### config.mk
export PLATFORM = sky130hd
export DESIGN_NAME = ir_line_tracker
export DESIGN_NICKNAME = d
export VERILOG_FILES = /design/src/rtl/ir_line_tracker.sv
export SDC_FILE = /design/constraint.sdc
export NUM_CORES = 1
export LEC_CHECK = 0
export ABC_AREA = 1
export BUFFER_PORTS_ARGS = -buffer_cell sky130_fd_sc_hd__buf_2
export CAP_MARGIN = 15
export CORE_MARGIN = 4
export CORE_UTILIZATION = 28
export DETAILED_ROUTE_END_ITERATION = 12
export GPL_ROUTABILITY_DRIVEN = 0
export SETUP_SLACK_MARGIN = 0.2
export SYNTH_ARGS = -nofsm -noshare
export SYNTH_HDL_FRONTEND = slang
export SYNTH_SLANG_ARGS = --single-unit
### constraint.sdc
create_clock -name clk -period 5.77 [get_ports clk]
set_clock_uncertainty 0.1 [all_clocks]
set_input_delay 0 -clock clk [delete_from_list [all_inputs] [get_ports clk]]
set_output_delay 0 -clock clk [all_outputs]
set_load 0.01 [all_outputs]
### src/rtl/ir_line_tracker.sv
// ============================================================================
// Module   : ir_line_tracker
// Purpose  : Counts centre-sensor line crossings to finish an N-square move
//            (two crossings per square) and drives a signed heading nudge
//            from the side sensors while the move is in progress.
// Options  : IR_NUDGE_HOLD_EN - when defined, a nonzero nudge is stretched
//            for NUDGE_HOLD cycles after its side condition drops.
// Revision : 1.0 - initial release
// ============================================================================
`default_nettype none

module ir_line_tracker #(
  parameter logic signed [11:0] NUDGE_MAG  = 12'sd96,
  parameter int                 TMO_W      = 24,
  parameter int                 SETTLE_CYC = 16,
  parameter int                 NUDGE_HOLD = 256
) (
  input  logic        clk,
  input  logic        rst_n,
  input  logic        lftIR,
  input  logic        cntrIR,
  input  logic        rghtIR,
  input  logic        strt_move,
  input  logic [2:0]  num_sqrs,
  input  logic        abort,
  output logic        moving,
  output logic        move_done,
  output logic [3:0]  lines_crossed,
  output logic [11:0] nudge,
  output logic        timeout
);

  typedef enum logic [1:0] {
    S_IDLE   = 2'd0,
    S_MOVE   = 2'd1,
    S_SETTLE = 2'd2
  } state_t;

  // Expiry is taken on the edge where the counter would become all-ones.
  localparam logic [TMO_W-1:0] c_WDOG_LAST = {{(TMO_W-1){1'b1}}, 1'b0};
  localparam int               c_SET_W     = (SETTLE_CYC > 1) ? $clog2(SETTLE_CYC) : 1;
  localparam logic [c_SET_W-1:0] c_SET_LAST = c_SET_W'(SETTLE_CYC - 1);

  state_t             r_state, w_next;
  logic               r_cntr_ff;
  logic [TMO_W-1:0]   r_wdog, w_wdog_nxt;
  logic [c_SET_W-1:0] r_settle, w_settle_nxt;
  logic [3:0]         r_target, w_target_nxt;
  logic [3:0]         r_lines, w_lines_nxt;
  logic [3:0]         w_lines_inc;
  logic               r_moving;
  logic               r_done, w_done_nxt;
  logic               r_tmo, w_tmo_nxt;
  logic signed [11:0] r_nudge;
  logic signed [11:0] w_side;
  logic               w_rise;

  assign w_rise      = cntrIR & ~r_cntr_ff;
  assign w_lines_inc = r_lines + 4'd1;

  // Single-side sensor decode; both or neither gives no correction.
  assign w_side = (lftIR & ~rghtIR) ? NUDGE_MAG :
                  (rghtIR & ~lftIR) ? -NUDGE_MAG : 12'sd0;

  // Next-state and datapath updates for the move sequencer.
  always_comb begin
    w_next       = r_state;
    w_wdog_nxt   = r_wdog;
    w_settle_nxt = r_settle;
    w_target_nxt = r_target;
    w_lines_nxt  = r_lines;
    w_done_nxt   = 1'b0;
    w_tmo_nxt    = r_tmo;
    case (r_state)
      S_IDLE: begin
        if (strt_move) begin
          if (num_sqrs != 3'd0) begin
            w_target_nxt = {num_sqrs, 1'b0};
            w_lines_nxt  = 4'd0;
            w_wdog_nxt   = '0;
            w_tmo_nxt    = 1'b0;
            w_next       = S_MOVE;
          end else begin
            w_done_nxt = 1'b1;
          end
        end
      end
      S_MOVE: begin
        if (abort) begin
          w_next = S_IDLE;
        end else if (w_rise) begin
          w_lines_nxt = w_lines_inc;
          w_wdog_nxt  = '0;
          if (w_lines_inc == r_target) begin
            w_settle_nxt = '0;
            w_next       = S_SETTLE;
          end
        end else if (r_wdog == c_WDOG_LAST) begin
          w_wdog_nxt = r_wdog + 1'b1;
          w_tmo_nxt  = 1'b1;
          w_next     = S_IDLE;
        end else begin
          w_wdog_nxt = r_wdog + 1'b1;
        end
      end
      S_SETTLE: begin
        if (abort) begin
          w_next = S_IDLE;
        end else if (r_settle == c_SET_LAST) begin
          w_done_nxt = 1'b1;
          w_next     = S_IDLE;
        end else begin
          w_settle_nxt = r_settle + 1'b1;
        end
      end
      default: begin
        w_next = S_IDLE;
      end
    endcase
  end

  // State and datapath registers; moving tracks the state it is registered with.
  always_ff @(posedge clk or negedge rst_n) begin
    if (!rst_n) begin
      r_state   <= S_IDLE;
      r_cntr_ff <= 1'b0;
      r_wdog    <= '0;
      r_settle  <= '0;
      r_target  <= 4'd0;
      r_lines   <= 4'd0;
      r_moving  <= 1'b0;
      r_done    <= 1'b0;
      r_tmo     <= 1'b0;
    end else begin
      r_state   <= w_next;
      r_cntr_ff <= cntrIR;
      r_wdog    <= w_wdog_nxt;
      r_settle  <= w_settle_nxt;
      r_target  <= w_target_nxt;
      r_lines   <= w_lines_nxt;
      r_moving  <= (w_next == S_MOVE) || (w_next == S_SETTLE);
      r_done    <= w_done_nxt;
      r_tmo     <= w_tmo_nxt;
    end
  end

`ifdef IR_NUDGE_HOLD_EN
  localparam int                 c_HOLD_W    = $clog2(NUDGE_HOLD + 1);
  localparam logic [c_HOLD_W-1:0] c_HOLD_INIT = c_HOLD_W'(NUDGE_HOLD);

  logic [c_HOLD_W-1:0] r_hold;

  // Nudge with stretching: a fresh single-side value reloads the hold, otherwise the last value persists until the hold runs out.
  always_ff @(posedge clk or negedge rst_n) begin
    if (!rst_n) begin
      r_nudge <= 12'sd0;
      r_hold  <= '0;
    end else if (w_next != S_MOVE) begin
      r_nudge <= 12'sd0;
      r_hold  <= '0;
    end else if (w_side != 12'sd0) begin
      r_nudge <= w_side;
      r_hold  <= c_HOLD_INIT;
    end else if (r_hold != '0) begin
      r_hold  <= r_hold - 1'b1;
    end else begin
      r_nudge <= 12'sd0;
    end
  end
`else
  logic w_unused_hold;
  assign w_unused_hold = (NUDGE_HOLD > 0);

  // Nudge follows the side sensors with one cycle of latency, only while moving toward the line target.
  always_ff @(posedge clk or negedge rst_n) begin
    if (!rst_n) begin
      r_nudge <= 12'sd0;
    end else begin
      r_nudge <= (w_next == S_MOVE) ? w_side : 12'sd0;
    end
  end
`endif

  assign moving        = r_moving;
  assign move_done     = r_done;
  assign lines_crossed = r_lines;
  assign nudge         = r_nudge;
  assign timeout       = r_tmo;

endmodule

`default_nettype wire

## Yosys cells after proc, flatten, opt, wreduce, memory -nomap -nowiden

Index checks and enable logic that the tools add are counted.

| storage, ports and cells | value |
|---|---|
| flip-flop bits (word level) | 53 |
| bits of input ports | 10 |
| output and inout bits | 19 |
| logic and storage cells | 84 |

| cells by class | value |
|---|---|
| add/sub/neg operators | 3 |
| eq/ne operators | 16 |
| mux-type cells | 39 |
| bitwise logic cells | 6 |
| reductions and logical operators | 10 |

Operators by type and width:

| cell | number |
|---|---|
| $mux W24 | 4 |
| $pmux W24 S2 | 1 |
| $mux W12 | 3 |
| $mux W4 | 9 |
| $add A24 B1 Y24 const B | 1 |
| $eq A24 B24 Y1 const B | 1 |
| $ne A2 B2 Y1 const B | 9 |
| $mux W2 | 8 |
| $pmux W4 S2 | 2 |
| $reduce_and A6 Y1 | 2 |
| $mux W1 | 9 |
| $add A4 B1 Y4 const B | 2 |
| $pmux W2 S3 | 1 |
| $reduce_and A5 Y1 | 1 |
| $eq A2 B1 Y1 const B | 2 |
| $eq A2 B2 Y1 const B | 2 |
| $eq A4 B4 Y1 | 1 |
| $eq A4 B4 Y1 const B | 1 |
| $pmux W1 S2 | 2 |
| $reduce_and A4 Y1 | 1 |
| $reduce_bool A2 Y1 | 2 |
| $and A1 B1 Y1 | 3 |
| $not A1 Y1 | 3 |
| $reduce_and A3 Y1 | 1 |
| other kinds (3) | 3 |

## Logic depth before layout (Yosys ltp)

| depth | value |
|---|---|
| depth in word-level cells | 8 |
| mapped depth | 13 |
| gate-level depth less buffers | 13 |

## Least setup slack after synthesis

OpenSTA, ideal clock, no wires.

| path | value |
|---|---|
| kind | flip-flop to flip-flop |
| from | register r_lines[0], in the netlist lines_crossed[0] |
| to | register r_moving, in the netlist moving |
| arrival time | 1,672 ps |
| required time | 5,557 ps |
| slack | 3,885 ps |
| cell stages (with the launch flop) | 10 |
| cells stage by stage | dfrtp_1 ha_1 xnor2_1 nand2_1 nor2_1 nand3_1 nand2_2 nand2_2 ha_1 inv_1 |

| between the ends | value |
|---|---|
| cells in the longest elaborated chain, start to end | 8 |
| elaborated cells on any way between the ends | 9 |

RTL lines:

| item | line | source |
|---|---|---|
| start, declared | 49 | `logic [3:0] r_lines, w_lines_nxt;` |
| start signal, assigned | 140 | `r_lines <= w_lines_nxt;` |
| $add A4 B1 Y4 * | 59 | `assign w_lines_inc = r_lines + 4'd1;` |
| $eq A4 B4 Y1 * | 94 | `if (w_lines_inc == r_target) begin` |
| $mux W2 * | 94 |  |
| $mux W2 * | 91 | `end else if (w_rise) begin` |
| $mux W2 * | 89 | `if (abort) begin` |
| $pmux W2 S3 * | 74 | `case (r_state)` |
| $eq A2 B1 Y1 or $eq A2 B2 Y1 (tied branches) | 141 | `r_moving <= (w_next == S_MOVE) \|\| (w_next == S_SETTLE);` |
| $logic_or A1 B1 Y1 * | 141 |  |
| end signal, assigned | 141 |  |
| end, declared | 51 | `logic r_moving;` |

Every way passes the cells marked *; elsewhere a longest branch is shown, timed or not.
A chain may end at the register's enable or synchronous reset.

## Worst setup path in the final report

| path | value |
|---|---|
| from | register r_lines[0], in the netlist lines_crossed[0] |
| to | register r_nudge[10], in the netlist nudge[10] |

| between the ends | value |
|---|---|
| cells in the longest elaborated chain, start to end | 8 |

RTL lines:

| item | line | source |
|---|---|---|
| $add A4 B1 Y4 | 59 |  |
| $eq A4 B4 Y1 | 94 |  |
| $mux W2 | 94 |  |
| $mux W2 | 91 |  |
| $mux W2 | 89 |  |
| $pmux W2 S3 | 74 |  |
| $eq A2 B1 Y1 | 179 | `r_nudge <= (w_next == S_MOVE) ? w_side : 12'sd0;` |
| $mux W12 | 179 |  |
| end signal, assigned | 179 |  |
| end, declared | 54 | `logic signed [11:0] r_nudge;` |

No other way between the ends.

==> results.yml <==
outcome:
  outcome: "completed"
cts:
  cts-buffers-inserted: 5
  cts_tree: "done"
  clockBufferDepth: 2
  path_clk_slew_ns: 0.08
  clockRootBuffer: "clkbuf_8"
  clkLatencyLatePin_ns: 0.30
  postCtsSetupBuffers: 0
  clock-sinks: 44
  htree_num_levels: 2
synth:
  synthArstFlopShare: 1.00
  yosysWarnings: 0
  synth_ff_type: "dfrtp_1"
  synth_area_per_cell_um2: 7.71
  synth_enable_flop_cells: 0
  synth_seq_area_share: 0.397
  ys_ff_latch: 44
  synth_cell_types: 38
  synthCells: 360
  netlist_area_um2: 2770
route:
  wire_per_inst_um: 11.0
  first_pass_iters: 5
  drt_wl_total_um: 5760
  first_iter_violations: 158
  drc: 0
  vias: 2266
  vias_per_cell: 4.32
  ant_nets: 0
finish:
  mostFrequentLayoutCells: "103 x nand2_1, 44 x dfrtp_1, 41 x inv_1"
  syn_to_final_growth_pct: 14.4
  fill_cells: 1074
  drive_above_1_share: 0.168
  postLayoutCellArea_um2: 3170
  num-nets-final: 408
  layout_commonest_cell: "nand2_1"
  diodes: 0
timing:
  hold_viol: 0
  drv_slew: 0
  setup_viol_count_final: 0
  timing.final.crit_share: 0.349
  tightest_slew_ns: 0.977
  setup_tns_ns: 0
  slew_headroom: 0.349
  hold_ws_ns: 0.0502
  rsz0062_at_grt: "false"
  period_needed_ns: 2.01
  fmax_ghz: 0.497
grt:
  grt_use_total: 0.107
  grt_start_max_net_pins: 45
  grt_pass1_wl_um: 10200
  overflow: 0
  grt_pass1_vias: 2193
  antenna_found_initial: 0
place:
  hpwl_um: 4380
  port_buffers: 23
  place_area_um2: 2960
critical_path:
  critPathTopFamily: "simple AND/OR/NAND/NOR gates"
  worstPathArrival_ns: 2.12
  crit_path_end_kind: "flip-flop"
  required_ns: 5.87
  cp_cell_sequence: "ha_1 -> xnor2_1 -> nand2_1 -> nor2_1 -> nand3_1 -> nand2_2 -> nand2_2 -> ha_1 -> nand2_1 -> inv_1"
  crit_fanout: 6
  cp_slowest_cell: "dfrtp_1"
  r2r_setup_slack_ns: 3.76
  critPathBufInv: 1
  slowest_delay_ns: 0.43
  crit_type: "flip-flop to flip-flop"
  reg2reg_from: "lines_crossed[0]$_DFFE_PN0P_"
  critPathLaunchType: "flip-flop"
  reg2reg_depth: 10
  reg2reg_to: "nudge[10]$_DFF_PN0_"
  critical_path.startpoint: "lines_crossed[0]$_DFFE_PN0P_"
power_and_ir_drop:
  p_int_mw: 0.531
  p_clk_frac: 0.298
  power_density_nw_per_um2: 251
  p_switching_mw: 0.264
  ir_worst_vdd_mv: 0.121
  netSwitchingFraction: 0.332
  p_comb_frac: 0.242
  p_seq_frac: 0.460
  power_leakage_nw: 1.59
min_path:
  min_path_type: "input pin to flip-flop"
  hold_path.startpoint: "strt_move"
  whs_endpoint: "timeout$_DFFE_PN0P_"
  hold_depth: 4
die:
  core_area_um2: 9730
  die-area_um2: 11600
  boundaryPins: 29
  initial_core_util: 0.285
  die_x_um: 108
  die_h_um: 108
  rows: 36
flow_run:
  drv_cap: 0
-- state kept, by name, indices dropped and copies added, names as in the netlist --
| name | cells |
|---|---|
| r_cntr_ff | 1 |
| r_target | 3 |
| r_settle | 4 |
| nudge | 3 |
| r_state | 2 |
| move_done | 1 |
| moving | 1 |
| timeout | 1 |
| r_wdog | 24 |
| lines_crossed | 4 |
-- worst min-delay path, stage by stage --
cell and delay, ns:
buf_2 0.11, nand2_1 0.09, nor2_1 0.10, nor2_1 0.11
-- Yosys cell counts (2+ instances only) --
library cell,n,area (um^2)
xor2_1,3,26.3
nand2_1,103,387
nor2_8,2,40.0
ha_1,7,87.6
xnor2_1,3,26.3
nand2_4,2,22.5
inv_2,3,11.3
nor2_1,39,146
nand2_2,8,50.1
a21oi_1,13,65.1
nor4_1,2,12.5
nand4_1,7,43.8
o21ai_0,6,30.0
inv_1,41,154
buf_4,10,75.1
nor2_4,6,67.6
nand3b_1,4,30.0
nor3_1,2,10.0
buf_6,3,33.8
nand3_1,28,140
nor2_2,4,25.0
o31ai_1,3,22.5
nor3_2,2,20.0
dfrtp_1,44,1100
nand3_2,2,20.0
-- how the worst max path moves through the flow --
stage / endpoint / depth (start not counted)
after floorplan: moving$_DFF_PN0_ / 9
after global placement: nudge[10]$_DFF_PN0_ / 10
after detailed placement: nudge[6]$_DFF_PN0_ / 10
after CTS: nudge[6]$_DFF_PN0_ / 10
after global routing: nudge[10]$_DFF_PN0_ / 10
final: nudge[10]$_DFF_PN0_ / 10
-- logic make-up after synthesis --
kind of cell / Yosys count / synth area share
DFF: 44 / 0.397
other: 1 / 0.00135
xor gates and xnor gates: 6 / 0.0189
and+or+nand+nor: 216 / 0.392
adders and majority gates: 7 / 0.0316
buffers and inverters: 59 / 0.104
AOI/OAI and AO/OA: 27 / 0.0550
-- power groups by stage --
stage / combinational, mW / sequential [mW] / clock (mW)
after floorplan: 0.143 / 0.373 / 0
after global placement: 0.187 / 0.370 / 0
after detailed placement: 0.189 / 0.372 / 0
after CTS: 0.195 / 0.365 / 0.245
after global routing: 0.221 / 0.372 / 0.257
final: 0.192 / 0.366 / 0.237
-- stage by stage --
stage,power [mW],setup WS (ns),util,instances
finish,0.795,3.76,0.326,525
global route,0.850,3.60,0.326,525
CTS,0.805,3.74,0.326,525
detailed placement,0.560,3.75,0.304,507
global placement,0.557,3.80,0.304,507
floorplan,0.516,3.88,-,364
-- layout make-up --
class | instances | area [um^2] | share of cell area
Inverter | 46 | 180 | 0.0568
Clock buffer | 5 | 68.8 | 0.0217
Clock inverter | 3 | 42.5 | 0.0134
Sequential cell | 44 | 1100 | 0.347
Timing Repair Buffer | 33 | 215 | 0.0678
Tap cell | 133 | 166 | 0.0524
Multi-Input combinational cell | 261 | 1400 | 0.441
-- routing by layer --
metal,wire (um),global-route usage
met1,2730,0.139
met2,2770,0.179
met3,178,0.0210
met4,80,0.0370
met5,0,0
-- timing repair --
action,in CTS,in global routing
hold buffers,10,0
resized for setup,0,0
endpoints found under the hold margin,57,0
Note: power is estimated with default switching activity, not from simulation.
